[config.mk]
export PLATFORM = sky130hd
export DESIGN_NAME = comma_aligner_flat
export DESIGN_NICKNAME = d
export VERILOG_FILES = /design/src/rtl/comma_aligner_if.sv /design/src/rtl/comma_aligner.sv /design/src/flat_wrapper.sv
export SDC_FILE = /design/constraint.sdc
export NUM_CORES = 1
export LEC_CHECK = 0
export ABC_CLOCK_PERIOD_IN_PS = 4700
export BUFFER_PORTS_ARGS = -buffer_cell sky130_fd_sc_hd__buf_2
export CAP_MARGIN = 25
export CORE_AREA = 2 2 87 89
export CTS_BUF_LIST = sky130_fd_sc_hd__clkbuf_4
export DETAILED_ROUTE_END_ITERATION = 10
export DIE_AREA = 0 0 89 91
export MAX_ROUTING_LAYER = met4
export PLACE_DENSITY = 0.73
export SETUP_SLACK_MARGIN = 0.05
export SLEW_MARGIN = 10
export SYNTH_ARGS = -nofsm -noshare
export SYNTH_HDL_FRONTEND = slang
export SYNTH_SLANG_ARGS = --single-unit
[constraint.sdc]
create_clock -name CLK -period 4.7 [get_ports CLK]
set_clock_uncertainty 0.2 [all_clocks]
set_input_delay 0.705 -clock CLK [delete_from_list [all_inputs] [get_ports CLK]]
set_output_delay 0.705 -clock CLK [all_outputs]
set_load 0.1 [all_outputs]
[src/rtl/comma_aligner_if.sv]
// Word-stream bundle between the deserializer, comma_aligner and the 8b/10b decoder.
// In_valid and Out_valid only qualify their data; there is no ready or backpressure.
interface comma_aligner_if;
  logic [9:0] Data_in;
  logic       In_valid;
  logic [9:0] Data_out;
  logic       Out_valid;
  logic       Aligned;
  logic       Comma_det;
  logic [3:0] Align_offset;
  logic [1:0] fsm_state;   // 0 = UNLOCKED, 1 = CHECK, 2 = LOCKED

  modport master (
    output Data_in, In_valid,
    input  Data_out, Out_valid, Aligned, Comma_det, Align_offset, fsm_state
  );

  modport slave (
    input  Data_in, In_valid,
    output Data_out, Out_valid, Aligned, Comma_det, Align_offset, fsm_state
  );
endinterface

[src/rtl/comma_aligner.sv]
// Finds K28.5 commas in the raw deserializer stream and re-slices words onto the
// locked symbol boundary, using lock/loss hysteresis to ride through stray commas.
module comma_aligner #(
  parameter logic [9:0] COMMA_P  = 10'b0011111010,
  parameter logic [9:0] COMMA_N  = 10'b1100000101,
  parameter int         LOCK_CNT = 3,
  parameter int         LOSS_CNT = 4
) (
  input  logic           CLK,
  input  logic           Rst,
  comma_aligner_if.slave bus
);
  typedef enum logic [1:0] {
    UNLOCKED = 2'd0,
    CHECK    = 2'd1,
    LOCKED   = 2'd2
  } state_t;

  localparam logic [4:0] LOCK_L = 5'(LOCK_CNT);
  localparam logic [4:0] LOSS_L = 5'(LOSS_CNT);
  // With a single-comma lock requirement a fresh offset is trusted immediately.
  localparam state_t RELOCK = (LOCK_CNT == 1) ? LOCKED : CHECK;

  state_t      state, state_n;
  logic [9:0]  prev;
  logic        prev_loaded;
  logic [3:0]  offset, offset_n;
  logic [3:0]  cnt, cnt_n;
  logic [3:0]  miss, miss_n;
  logic [19:0] win;
  logic        match;
  logic [3:0]  match_k;
  logic [9:0]  slice;

  assign win = {bus.Data_in, prev};

  // Descending scan so the lowest matching offset is the one that sticks.
  always_comb begin
    match   = 1'b0;
    match_k = '0;
    for (int k = 9; k >= 0; k--) begin
      if (win[k +: 10] == COMMA_P || win[k +: 10] == COMMA_N) begin
        match   = 1'b1;
        match_k = 4'(k);
      end
    end
  end

  always_comb begin
    state_n  = state;
    offset_n = offset;
    cnt_n    = cnt;
    miss_n   = miss;
    if (bus.In_valid && prev_loaded && match) begin
      case (state)
        UNLOCKED: begin
          offset_n = match_k;
          cnt_n    = 4'd1;
          miss_n   = '0;
          state_n  = RELOCK;
        end
        CHECK: begin
          if (match_k == offset) begin
            if ({1'b0, cnt} + 5'd1 == LOCK_L) begin
              state_n = LOCKED;
              cnt_n   = '0;
              miss_n  = '0;
            end else if (cnt != 4'hf) begin
              cnt_n = cnt + 4'd1;
            end
          end else begin
            offset_n = match_k;
            cnt_n    = 4'd1;
          end
        end
        LOCKED: begin
          if (match_k == offset) begin
            miss_n = '0;
          end else if ({1'b0, miss} + 5'd1 == LOSS_L) begin
            offset_n = match_k;
            cnt_n    = 4'd1;
            miss_n   = '0;
            state_n  = RELOCK;
          end else if (miss != 4'hf) begin
            miss_n = miss + 4'd1;
          end
        end
        default: state_n = UNLOCKED;
      endcase
    end
  end

  // Output slice uses the offset as updated this cycle, so a re-aligning comma
  // already appears symbol-aligned on Data_out.
  assign slice = 10'(win >> offset_n);

  always_ff @(posedge CLK) begin
    if (Rst) begin
      state         <= UNLOCKED;
      prev          <= '0;
      prev_loaded   <= 1'b0;
      offset        <= '0;
      cnt           <= '0;
      miss          <= '0;
      bus.Data_out  <= '0;
      bus.Out_valid <= 1'b0;
      bus.Aligned   <= 1'b0;
      bus.Comma_det <= 1'b0;
    end else begin
      state       <= state_n;
      offset      <= offset_n;
      cnt         <= cnt_n;
      miss        <= miss_n;
      bus.Aligned <= (state_n == LOCKED);
      if (bus.In_valid) begin
        prev          <= bus.Data_in;
        prev_loaded   <= 1'b1;
        bus.Out_valid <= prev_loaded;
        bus.Data_out  <= slice;
        bus.Comma_det <= (slice == COMMA_P) || (slice == COMMA_N);
      end else begin
        bus.Out_valid <= 1'b0;
      end
    end
  end

  assign bus.Align_offset = offset;
  assign bus.fsm_state    = state;
endmodule

[src/flat_wrapper.sv]
// flat-port wrapper written by rule: the top's interface ports become plain ports
module comma_aligner_flat 
#(
  parameter logic [9:0] COMMA_P  = 10'b0011111010,
  parameter logic [9:0] COMMA_N  = 10'b1100000101,
  parameter int         LOCK_CNT = 3,
  parameter int         LOSS_CNT = 4
)
  (CLK, Rst, bus_Data_in, bus_In_valid, bus_Data_out, bus_Out_valid, bus_Aligned, bus_Comma_det, bus_Align_offset, bus_fsm_state);
  comma_aligner_if bus_i ();
  input  logic CLK;
  input  logic Rst;
  input wire logic [$bits(bus_i.Data_in)-1:0] bus_Data_in;
  input wire logic [$bits(bus_i.In_valid)-1:0] bus_In_valid;
  output wire logic [$bits(bus_i.Data_out)-1:0] bus_Data_out;
  output wire logic [$bits(bus_i.Out_valid)-1:0] bus_Out_valid;
  output wire logic [$bits(bus_i.Aligned)-1:0] bus_Aligned;
  output wire logic [$bits(bus_i.Comma_det)-1:0] bus_Comma_det;
  output wire logic [$bits(bus_i.Align_offset)-1:0] bus_Align_offset;
  output wire logic [$bits(bus_i.fsm_state)-1:0] bus_fsm_state;
  assign bus_i.Data_in = bus_Data_in;
  assign bus_i.In_valid = bus_In_valid;
  assign bus_Data_out = bus_i.Data_out;
  assign bus_Out_valid = bus_i.Out_valid;
  assign bus_Aligned = bus_i.Aligned;
  assign bus_Comma_det = bus_i.Comma_det;
  assign bus_Align_offset = bus_i.Align_offset;
  assign bus_fsm_state = bus_i.fsm_state;
  comma_aligner #(.COMMA_P(COMMA_P), .COMMA_N(COMMA_N), .LOCK_CNT(LOCK_CNT), .LOSS_CNT(LOSS_CNT)) u_core (.CLK(CLK), .Rst(Rst), .bus(bus_i));
endmodule
==> summary.txt, run 1 <==
Status
  – Status: finished, final reports clean

Place
  – DPL Wire Length: 6.15 mm
  – Routability cong.: 0.936
  – PortBufs: 31

Global route
  – First-pass GRT wire length: 14.0 mm
  – Total track usage: 21.9%
  – M2 GR Usage: 32.4%
  – Most Used Layer, Global Route: met2
  – Grt ovf: 0
  – Routing usage on met3: 2.73%
  – M1 GR Usage: 29.4%
  – Vias in the first global route: 2952
  – Largest net degree at the start of global routing: 41
  – Initial antenna violation count: 1

Detailed routing
  – Routed Antenna Nets: 0
  – Drt first pass iters: 4
  – Via-per-instance ratio: 5.79
  – WL final: 9.19 mm
  – Via count: 3154
  – Initial DRC Count: 283
  – DRC errors left: 0
  – Routed WL per cell: 16.9 um

Synthesis
  – Register area share after synthesis: 24.1%
  – Async S/R FF share, synth: 0%
  – Post-Syn Area per Cell: 8.41 um2
  – Syn nets: 391
  – Syn. warnings: 0
  – Most used flip-flop cell after synthesis: dfxtp_1
  – Gate count after technology mapping: 375
  – EDFF count, synth: 0
  – Post-synthesis sequential element count: 38
  – Library cells used by synthesis: 63
  – Post-Syn Area: 0.00315 mm2

Setup path
  – WP buf/inv: 4
  – R2r setup slk: 120 ps
  – RR Startpoint: u_core.prev[9]$_SDFFE_PP0P_
  – Endpoint class of the critical path: register
  – CP delay by family, top: simple AND/OR/NAND/NOR gates
  – Cell count of the worst reg-to-reg path: 15
  – Slowest-stage cell, CP: or4_1
  – Critical path class: in2reg
  – R2r endpoint: u_core.bus.Comma_det$_SDFFE_PP0P_
  – CP Max Fanout: 7
  – CP startpoint kind: primary input
  – CP peak stage delay: 560 ps
  – Critical-path cell list: buf_2, buf_6, nand2_1, nor3b_1, a31oi_4, nand4_2, buf_4, nor4_4, a311o_1, a41o_1, nor3_4, clkbuf_16, mux2_2, nor3b_1, a21oi_1, or4_1, nor4_2, a211o_1
  – Req. time, crit path: 4810 ps
  – Worst Path Arrival: 4730 ps
  – Cell mode on critical path: nor3b_1

Layout
  – Fillers: 673
  – Final Util: 56.1%
  – Share of cells above drive strength 1: 33.3%
  – Sequential cell area: 764 um2
  – Most frequent cells in the layout: mux2i_1, buf_4, nor2_1, dfxtp_1, buf_2
  – Nets: 460
  – P&R area growth vs syn: 26.9%
  – Commonest non-fill, non-tap cell in the layout: mux2i_1
  – Multi-input gate area: 0.00234 mm2

Clock network
  – Clk pin slew, worst setup/hold paths: 110 ps
  – CTS tree: done
  – CTS max path bufs: 2
  – Clock latency on the worst-skew pair: 370 ps
  – Root Driver: clkbuf_4
  – Clock sinks: 38
  – TritonCTS Buffers: 5
  – Max H-tree Level: 2

Die
  – Die X-Extent: 89 um
  – Die area: 0.00810 mm2
  – Initial Util: 44.2%
  – Row count: 31
  – Core area: 0.00714 mm2
  – # IOs: 32
  – Die height: 91 um

STA
  – Final TNS setup: 0 ps
  – Final Slew Violations: 0
  – Normalized max-slew margin: 51.3%
  – Fmax: 0.216 GHz
  – Final setup fails: 0
  – Worst Tran Pin Value: 731 ps
  – Fin crit share: 98.4%
  – Fin. Hold Viols: 0
  – Final min period: 4620 ps

Min path
  – Hold EP: u_core.bus.Data_out[8]$_SDFFE_PP0P_
  – Hold Path Cell Cnt: 2
  – Hold path startpoint: u_core.bus.Data_out[8]$_SDFFE_PP0P_
  – Worst hold path type: reg2reg

Job
  – Total of max-cap violations: 0

Power
  – Pwr Density: 172 mW/mm2
  – Max rail drop VDD: 0.181 mV
  – LEAKAGE: 0.00190 uW
[flip-flops by register name (all words and copies together) (netlist names), 2 cells and up]
name	count
u_core.bus.Align_offset	4
u_core.bus.Data_out	10
u_core.bus.fsm_state	2
u_core.cnt	4
u_core.miss	4
u_core.prev	10
[stage by stage]
stage | power (uW) | hold slack, ps | std cells | setup slack [ps] | instance area (um2)
after floorplan | 453 | 275 | 375 | 97.8 | 3160
after global placement | 501 | 271 | 527 | -101 | 3690
after detailed placement | 504 | 282 | 527 | -199 | 3690
after CTS | 680 | 299 | 535 | 73.7 | 3740
after global routing | 718 | 310 | 545 | -68.8 | 4000
final | 688 | 297 | 545 | 76.0 | 4000
[cells in the mapped netlist (all sizes together), types with 5 or more instances]
| master | count | area [um2] |
|---|---|---|
| nor3b | 12 | 90.1 |
| nand4b | 7 | 61.3 |
| nor2 | 43 | 161 |
| a21oi | 18 | 93.8 |
| dfxtp | 38 | 761 |
| inv | 9 | 33.8 |
| nand4 | 8 | 56.3 |
| nor3 | 11 | 66.3 |
| nand3 | 7 | 35.0 |
| buf | 22 | 136 |
| nor4 | 12 | 75.1 |
| a31oi | 5 | 37.5 |
| mux2 | 8 | 90.1 |
| nand2 | 21 | 78.8 |
| clkbuf | 10 | 38.8 |
| o21ai | 6 | 30.0 |
| nand2b | 10 | 62.6 |
| mux2i | 68 | 681 |
[logic make-up after synthesis]
kind of cell | share of synthesized area (%)
AO/OA/AOI/OAI | 14.4
XOR/XNOR | 0.555
adder cells (fa/ha/maj) | 1.19
buffers and inverters | 6.62
flip-flops | 24.1
multiplexers | 25.1
AND/OR/NAND/NOR | 27.9
[where the power goes]
| group | switching [uW] | leakage (uW) | internal (uW) |
|---|---|---|---|
| combinational | 102 | 0.00156 | 62.8 |
| clock | 115 | 0.0000331 | 62.1 |
| sequential | 14.1 | 0.000311 | 332 |
[worst register-to-register path, stage by stage (launching register included)]
cell and delay (ps):
dfxtp_2 470, and4b_1 240, nor3b_1 150, o2bb2ai_2 140, or4_4 560, nor4_4 240
a311o_1 290, a31oi_4 130, nor3_4 330, clkbuf_16 220, mux2_2 340, nor3b_1 210
a21oi_1 90, or4_1 560, nor4_2 230, a211o_1 130
[layout make-up]
type / count / area share (%)
well taps: 99 / 3.09
repair buffers: 94 / 17.0
inverters: 9 / 0.844
clock inverters: 2 / 0.219
clock buffers: 6 / 1.13
flip-flops and latches: 38 / 19.1
diodes: 1 / 0.0625
multi-input cells: 296 / 58.5
[how the worst max path moves through the flow]
stage	start	to	slack [ps]	depth (start not counted)
6_report	bus_Data_in[2]	u_core.bus.Comma_det$_SDFFE_PP0P_	80	18
3_5_place_dp	bus_Data_in[2]	u_core.bus.Comma_det$_SDFFE_PP0P_	-200	17
5_1_grt	bus_Data_in[2]	u_core.bus.Comma_det$_SDFFE_PP0P_	-70	18
4_1_cts	u_core.prev[9]$_SDFFE_PP0P_	u_core.bus.Comma_det$_SDFFE_PP0P_	70	15
3_3_place_gp	bus_Data_in[2]	u_core.bus.Comma_det$_SDFFE_PP0P_	-100	17
2_1_floorplan	bus_Data_in[0]	u_core.bus.Comma_det$_SDFFE_PP0P_	100	16
[per-layer routing]
layer  up-vias  share of wire [%]  wire length [um]
met2        99                 48              4400
met5         -                  0                 0
met4         0                3.5               323
li1       1537                  -                 -
met1      1495                 44              4040
met3        23                4.6               424
[what timing repair did]
item                                    CTS  global route
hold buffers                              0             0
endpoints found under the setup margin    0             1
gates resized for setup                   0            34
setup buffers                             0             8
Power figures use the tool's default switching activity.
==> inputs of run 2 (changes only) <==
--- a/config.mk
+++ b/config.mk
@@ -5,15 +5,16 @@
 export SDC_FILE = /design/constraint.sdc
 export NUM_CORES = 1
 export LEC_CHECK = 0
-export ABC_CLOCK_PERIOD_IN_PS = 4700
+export ABC_AREA = 1
+export ABC_CLOCK_PERIOD_IN_PS = 4050
 export BUFFER_PORTS_ARGS = -buffer_cell sky130_fd_sc_hd__buf_2
 export CAP_MARGIN = 25
-export CORE_AREA = 2 2 87 89
+export CORE_AREA = 2 2 90 92
 export CTS_BUF_LIST = sky130_fd_sc_hd__clkbuf_4
 export DETAILED_ROUTE_END_ITERATION = 10
-export DIE_AREA = 0 0 89 91
+export DIE_AREA = 0 0 92 94
 export MAX_ROUTING_LAYER = met4
-export PLACE_DENSITY = 0.73
+export PLACE_DENSITY = 0.72
 export SETUP_SLACK_MARGIN = 0.05
 export SLEW_MARGIN = 10
 export SYNTH_ARGS = -nofsm -noshare
==> constraint.sdc (replaced) <==
create_clock -name CLK -period 4.05 [get_ports CLK]
set_clock_uncertainty 0.2 [all_clocks]
set_input_delay 0.6075 -clock CLK [delete_from_list [all_inputs] [get_ports CLK]]
set_output_delay 0.6075 -clock CLK [all_outputs]
set_load 0.1 [all_outputs]
==> run 2 against run 1 <==
Total power rose by 19%. Flip-flop and latch count did not move. Sequential share of layout area rose by 2.1 points. Die area rose by 6.8%. Worst hold slack got worse by 21 ps. Highest routed layer unchanged. Cell count rose by 33%.
==> summary.txt, run 2 <==
Place
  – Pre-CTS setup slack: 542 ps
  – Routability cong.: 0.986
  – PortBufs: 31
  – Placed instance area: 0.00354 mm2
  – DPL Wire Length: 7.36 mm

Synthesis
  – Post-Syn Area: 0.00335 mm2
  – Library cells used by synthesis: 33
  – Register area share after synthesis: 22.7%
  – Syn nets: 617
  – Adder-cell share of the synthesized area: 1.12%
  – Post-Synth Simple-Gate Area: 51.2%
  – Most numerous cell in the Yosys netlist: nand2_1
  – Syn. warnings: 0
  – Post-synthesis sequential element count: 38
  – EDFF count, synth: 0
  – Post-Syn Area per Cell: 5.58 um2
  – Area contributors post-synth: dfxtp_1, nand3_1, nand2_1
  – Post-synthesis mux area share: 0%
  – Compound-gate portion of the synthesized area: 10.6%
  – Gate count after technology mapping: 601
  – Most used flip-flop cell after synthesis: dfxtp_1
  – XOR/XNOR Fraction of Synth Area: 1.31%
  – Async S/R FF share, synth: 0%
  – Largest family of logic cells by synthesized area: simple AND/OR/NAND/NOR gates
  – Synth cell count leaders: nand2_1, nand3_1, nor2_1
  – Yosys top cell by area: dfxtp_1
  – Yosys top cell area share: 22.7%

Setup path
  – R2r endpoint: u_core.bus.Comma_det$_SDFFE_PP0P_
  – CP peak stage delay: 620 ps
  – CP Max Fanout: 18
  – Cell count of the worst reg-to-reg path: 19
  – Req. time, crit path: 4140 ps
  – Worst Path Arrival: 3600 ps
  – CP startpoint kind: register
  – Endpoint class of the critical path: register
  – CP delay by family, top: simple AND/OR/NAND/NOR gates
  – Critical path class: reg2reg
  – R2r setup slk: 540 ps
  – End of the critical path: u_core.bus.Comma_det$_SDFFE_PP0P_
  – Slowest-stage cell, CP: nor3_1
  – Worst setup startpoint: u_core.miss[0]$_SDFFE_PP0P_
  – CP Depth: 19
  – Cell mode on critical path: nand3_1
  – Critical-path cell list: ha_1, inv_1, nor3_1, inv_1, nand2_1, nand3_1, nand4_1, nor2_1, nor2_4, nand3_1, nand3_1, nand2_1, o21ai_1, nand2_1, nor2_1, nand3_1, nand3_1, nand2_1, inv_1
  – RR Startpoint: u_core.miss[0]$_SDFFE_PP0P_
  – WP buf/inv: 3

Layout
  – Final Cell Area: 0.00359 mm2
  – Commonest non-fill, non-tap cell in the layout: nand2_1
  – Fillers: 850
  – N_diodes: 0
  – P&R area growth vs syn: 7.21%
  – Largest regs: u_core.bus.Data_out: 10 flops, u_core.prev: 10 flops
  – Most frequent cells in the layout: nand2_1, nand3_1, nor2_1, inv_1, dfxtp_1
  – Nets: 637
  – Share of cells above drive strength 1: 10.5%

Clock network
  – CTS Hold Buffers Added: 0
  – CTS tree: done
  – Post-CTS sizing: 0
  – TritonCTS Buffers: 5
  – Clock latency on the worst-skew pair: 350 ps
  – Clk pin slew, worst setup/hold paths: 110 ps
  – Setup bufs post-CTS: 0
  – Root Driver: clkbuf_4
  – CTS max path bufs: 2
  – Max H-tree Level: 2
  – Clock sinks: 38

Power
  – Max rail drop VDD: 0.128 mV
  – Pwr Density: 228 mW/mm2
  – LEAKAGE: 0.00183 uW

Status
  – Status: finished, final reports clean

STA
  – Normalized max-slew margin: 41.0%
  – Fin crit share: 86.6%
  – Unrepaired setup endpoints after global routing: no
  – Fin. Hold Viols: 0
  – Final setup fails: 0
  – Final Slew Violations: 0
  – Min setup slack post-route: 542 ps
  – Fmax: 0.285 GHz
  – Final TNS setup: 0 ps
  – Final min period: 3510 ps
  – Worst Tran Pin Value: 871 ps

Detailed routing
  – Routed Antenna Nets: 0
  – Routed WL per cell: 13.2 um
  – Via-per-instance ratio: 5.35
  – Initial DRC Count: 315
  – Via count: 3876
  – WL final: 9.55 mm
  – Drt first pass iters: 7
  – DRC errors left: 0

Global route
  – Initial antenna violation count: 0
  – First-pass GRT wire length: 16.7 mm
  – Vias in the first global route: 3677
  – Total track usage: 24.1%
  – Grt ovf: 0
  – Largest net degree at the start of global routing: 28

Die
  – Row count: 32
  – Die X-Extent: 92 um
  – Die area: 0.00865 mm2
  – # IOs: 32
  – Initial Util: 44.0%
  – Core area: 0.00761 mm2
  – Die height: 94 um

Min path
  – Worst hold path type: reg2reg

Job
  – Total of max-cap violations: 0
==> run 2: kinds of logic (layout without fill, tap and decap cells) <==
kind of cell    count (synthesis)  after routing
compound gates                 64             64
flops                          38             38
xor+xnor                        5              5
simple gates                  388            388
fa+ha+maj                       3              3
buf+inv                       103            124
==> run 2: where the power goes <==
part,switching (uW),internal [uW],leakage (uW),total (uW)
logic,162,50.9,0.00149,213
registers,19.3,389,0.000311,409
clock network,126,72.0,0.0000331,198
==> run 2: cell type report <==
class	instances	area [um2]	share of cell area [%]
multi-input cells	460	2150	59.9
repair buffers	37	200	5.57
clock buffers	6	45.0	1.25
inverters	79	298	8.29
well taps	102	128	3.55
clock inverters	2	8.76	0.244
flip-flops and latches	38	761	21.2
==> run 2: routing by layer <==
metal  global-route usage (%)  part of all wire, %  up-vias
li1                         -                    -     1984
met1                     30.3                   45     1755
met2                     41.5                   48      129
met3                     3.37                  6.5        8
met4                     4.85                 0.64        0
met5                        -                    0        -
==> run 2: stage by stage <==
stage	hold slack, ps	std cells	power, uW	utilization (%)
after floorplan	235	601	577	-
after global placement	248	716	626	46.5
after detailed placement	262	716	627	46.5
after CTS	279	724	827	47.2
after global routing	300	724	869	47.2
final	276	724	820	47.2
==> run 2: worst reg2reg max path, delay by kind of cell, from the launching register on <==
family / cells / cell delay [ps]
flip-flops: 1 / 400
AO/OA/AOI/OAI: 1 / 190
adder cells (fa/ha/maj): 1 / 200
AND/OR/NAND/NOR: 14 / 2110
buffers and inverters: 3 / 380
==> run 2: worst min-delay path by stage <==
| stage | start | end | slack, ps | cells after the start |
|---|---|---|---|---|
| 3_3_place_gp | u_core.prev_loaded$_SDFFE_PP0P_ | u_core.prev_loaded$_SDFFE_PP0P_ | 250 | 2 |
| 2_1_floorplan | u_core.prev_loaded$_SDFFE_PP0P_ | u_core.prev_loaded$_SDFFE_PP0P_ | 230 | 2 |
| 4_1_cts | u_core.prev_loaded$_SDFFE_PP0P_ | u_core.bus.Out_valid$_SDFF_PP0_ | 280 | 2 |
| 3_5_place_dp | u_core.prev_loaded$_SDFFE_PP0P_ | u_core.bus.Out_valid$_SDFF_PP0_ | 260 | 2 |
| 6_report | u_core.prev_loaded$_SDFFE_PP0P_ | u_core.bus.Out_valid$_SDFF_PP0_ | 280 | 2 |
| 5_1_grt | bus_In_valid | u_core.bus.Out_valid$_SDFF_PP0_ | 300 | 3 |
==> inputs of run 3 (changes only) <==
--- a/config.mk
+++ b/config.mk
@@ -5,16 +5,16 @@
 export SDC_FILE = /design/constraint.sdc
 export NUM_CORES = 1
 export LEC_CHECK = 0
-export ABC_AREA = 1
+export ABC_AREA = 0
 export ABC_CLOCK_PERIOD_IN_PS = 4050
 export BUFFER_PORTS_ARGS = -buffer_cell sky130_fd_sc_hd__buf_2
 export CAP_MARGIN = 25
-export CORE_AREA = 2 2 90 92
+export CORE_AREA = 2 2 87 89
 export CTS_BUF_LIST = sky130_fd_sc_hd__clkbuf_4
 export DETAILED_ROUTE_END_ITERATION = 10
-export DIE_AREA = 0 0 92 94
+export DIE_AREA = 0 0 89 91
 export MAX_ROUTING_LAYER = met4
-export PLACE_DENSITY = 0.72
+export PLACE_DENSITY = 0.73
 export SETUP_SLACK_MARGIN = 0.05
 export SLEW_MARGIN = 10
 export SYNTH_ARGS = -nofsm -noshare
==> run 3 against run 2 <==
The run now ends with setup timing left. Total power up 7.6%. Register-to-register slack worse by 990 ps. First-iteration DRC count down 39%. Non-clock buffer count up 91. Sequential share of layout area down 3.1 points. Via count down 15%. Largest cell class unchanged.
==> summary.txt, run 3 (synthesis gave the netlist of run 1 again) <==
Clock network
  – Clk pin slew, worst setup/hold paths: 120 ps
  – Clock sinks: 38
  – Clock latency on the worst-skew pair: 340 ps
  – Root Driver: clkbuf_4
  – Max H-tree Level: 2
  – CTS max path bufs: 2
  – TritonCTS Buffers: 5
  – CTS tree: done

Setup path
  – Slowest-stage cell, CP: or4_1
  – Endpoint class of the critical path: register
  – CP peak stage delay: 480 ps
  – RR Startpoint: u_core.prev[9]$_SDFFE_PP0P_
  – Cell count of the worst reg-to-reg path: 17
  – CP Max Fanout: 10
  – Critical path class: in2reg
  – WP buf/inv: 4
  – Req. time, crit path: 4150 ps
  – Critical-path cell list: buf_2, buf_4, and4b_1, nand3_1, o41ai_2, buf_4, or2_2, o311ai_4, nand2b_4, a221o_1, buf_12, mux2i_1, mux2i_1, mux2_2, mux2_4, or4_1, nor4_2, a211o_1
  – CP startpoint kind: primary input
  – R2r setup slk: -450 ps
  – CP delay by family, top: simple AND/OR/NAND/NOR gates
  – Worst Path Arrival: 4610 ps
  – R2r endpoint: u_core.bus.Comma_det$_SDFFE_PP0P_

Detailed routing
  – DRC errors left: 0
  – Initial DRC Count: 191
  – Drt first pass iters: 4
  – Via-per-instance ratio: 5.68
  – Routed Antenna Nets: 0
  – WL final: 9.14 mm
  – Via count: 3281
  – Routed WL per cell: 15.8 um

Layout
  – Commonest non-fill, non-tap cell in the layout: buf_4
  – Share of cells above drive strength 1: 37.8%
  – Largest regs: u_core.bus.Data_out: 10 flops, u_core.prev: 10 flops
  – Final Cell Area: 0.00425 mm2
  – N_diodes: 0
  – P&R area growth vs syn: 34.7%
  – Nets: 494
  – Most frequent cells in the layout: buf_4, mux2i_1, nor2_1, dfxtp_1, buf_2

Place
  – DPL Wire Length: 6.58 mm
  – Placed instance area: 0.00401 mm2
  – Pre-CTS setup slack: -760 ps
  – Routability cong.: 0.910
  – PortBufs: 31

Global route
  – Vias in the first global route: 3190
  – Initial antenna violation count: 0
  – First-pass GRT wire length: 14.9 mm
  – Grt ovf: 0
  – Largest net degree at the start of global routing: 41
  – Total track usage: 23.3%

STA
  – Fin. Hold Viols: 0
  – Worst Tran Pin Value: 761 ps
  – Unrepaired setup endpoints after global routing: yes
  – Final min period: 4510 ps
  – Fin crit share: 111%
  – Min setup slack post-route: -457 ps
  – Fmax: 0.222 GHz
  – Final setup fails: 2
  – Normalized max-slew margin: 49.3%
  – Final Slew Violations: 0
  – Hold Worst Slack: 302 ps

Die
  – Row count: 31
  – Die X-Extent: 89 um
  – Core area: 0.00714 mm2
  – # IOs: 32
  – Initial Util: 44.2%
  – Die area: 0.00810 mm2
  – Die height: 91 um

Power
  – Total power: 882 uW
  – Pwr Density: 207 mW/mm2
  – LEAKAGE: 0.00207 uW
  – Max rail drop VDD: 0.204 mV

Status
  – Status: finished, violations left
  – Failing checks: setup timing

Min path
  – Worst hold path type: reg2reg
  – Hold EP: u_core.bus.Data_out[9]$_SDFFE_PP0P_
  – Hold path startpoint: u_core.bus.Data_out[9]$_SDFFE_PP0P_
  – Hold Path Cell Cnt: 2

Job
  – Total of max-cap violations: 0
run 3: cell types whose count changed in the layout (fill, tap and decap cells not counted), moves of 7 or more:
cell | previous run | this run
nor4_1 | 1 | 10
mux2i_1 | 0 | 58
inv_1 | 70 | 8
o21ai_0 | 27 | 5
nor3b_1 | 0 | 11
nor2_1 | 94 | 43
nand2b_1 | 0 | 9
nand2_1 | 146 | 21
inv_2 | 8 | 1
nand4b_1 | 0 | 7
buf_4 | 6 | 92
nand3_1 | 117 | 7
run 3: layout make-up:
| type | instances | area (um2) |
|---|---|---|
| fill | 624 | 2890 |
| multi-input combinational | 296 | 2310 |
| timing repair buffer | 128 | 928 |
| sequential | 38 | 768 |
| tap | 99 | 124 |
| clock inverter | 3 | 45.0 |
| clock buffer | 5 | 37.5 |
| inverter | 9 | 33.8 |
run 3: where the power goes:
part	internal [uW]	total, uW	leakage (uW)	switching [uW]
clock	130	268	0.0000374	138
sequential	385	397	0.000311	12.0
combinational	90.2	217	0.00172	127
run 3: how the worst max path moves through the flow:
stage / start / end / slack, ps / cells after the start
after detailed placement: bus_Data_in[0] / u_core.bus.Comma_det$_SDFFE_PP0P_ / -760 / 16
after CTS: u_core.prev[9]$_SDFFE_PP0P_ / u_core.bus.Comma_det$_SDFFE_PP0P_ / -380 / 15
after global placement: bus_Data_in[0] / u_core.bus.Comma_det$_SDFFE_PP0P_ / -650 / 16
after floorplan: bus_Data_in[0] / u_core.bus.Comma_det$_SDFFE_PP0P_ / -350 / 16
after global routing: u_core.prev[9]$_SDFFE_PP0P_ / u_core.bus.Comma_det$_SDFFE_PP0P_ / -680 / 17
final: bus_Data_in[0] / u_core.bus.Comma_det$_SDFFE_PP0P_ / -460 / 18
run 3: worst min-delay path, delay by kind of cell (launching register included):
family           cells  cell delay [ps]
AO/OA/AOI/OAI        1               50
AND/OR/NAND/NOR      1               80
flip-flops           1              340
run 3: through the flow:
step | utilization [%] | cells | setup TNS [ps]
after floorplan | - | 375 | -354
after global placement | 56.1 | 565 | -2510
after detailed placement | 56.1 | 565 | -3370
after CTS | 58.4 | 577 | -377
after global routing | 59.6 | 578 | -1700
final | 59.6 | 578 | -484
run 3: routing by layer:
metal  up-vias  GRT usage [%]  wire [um]
met1      1566           30.6       4080
li1       1598              -          -
met3        12           3.45        437
met4         0           5.97        125
met5         -              -          0
met2       105           37.4       4500
run 3: what timing repair did:
item | CTS | global route
buffers inserted | 4 | 1
pin swaps | 0 | 0
resized for setup | 14 | 14
endpoints found under the hold margin | 0 | 0
setup endpoints to repair | 10 | 12
hold buffers | 0 | 0
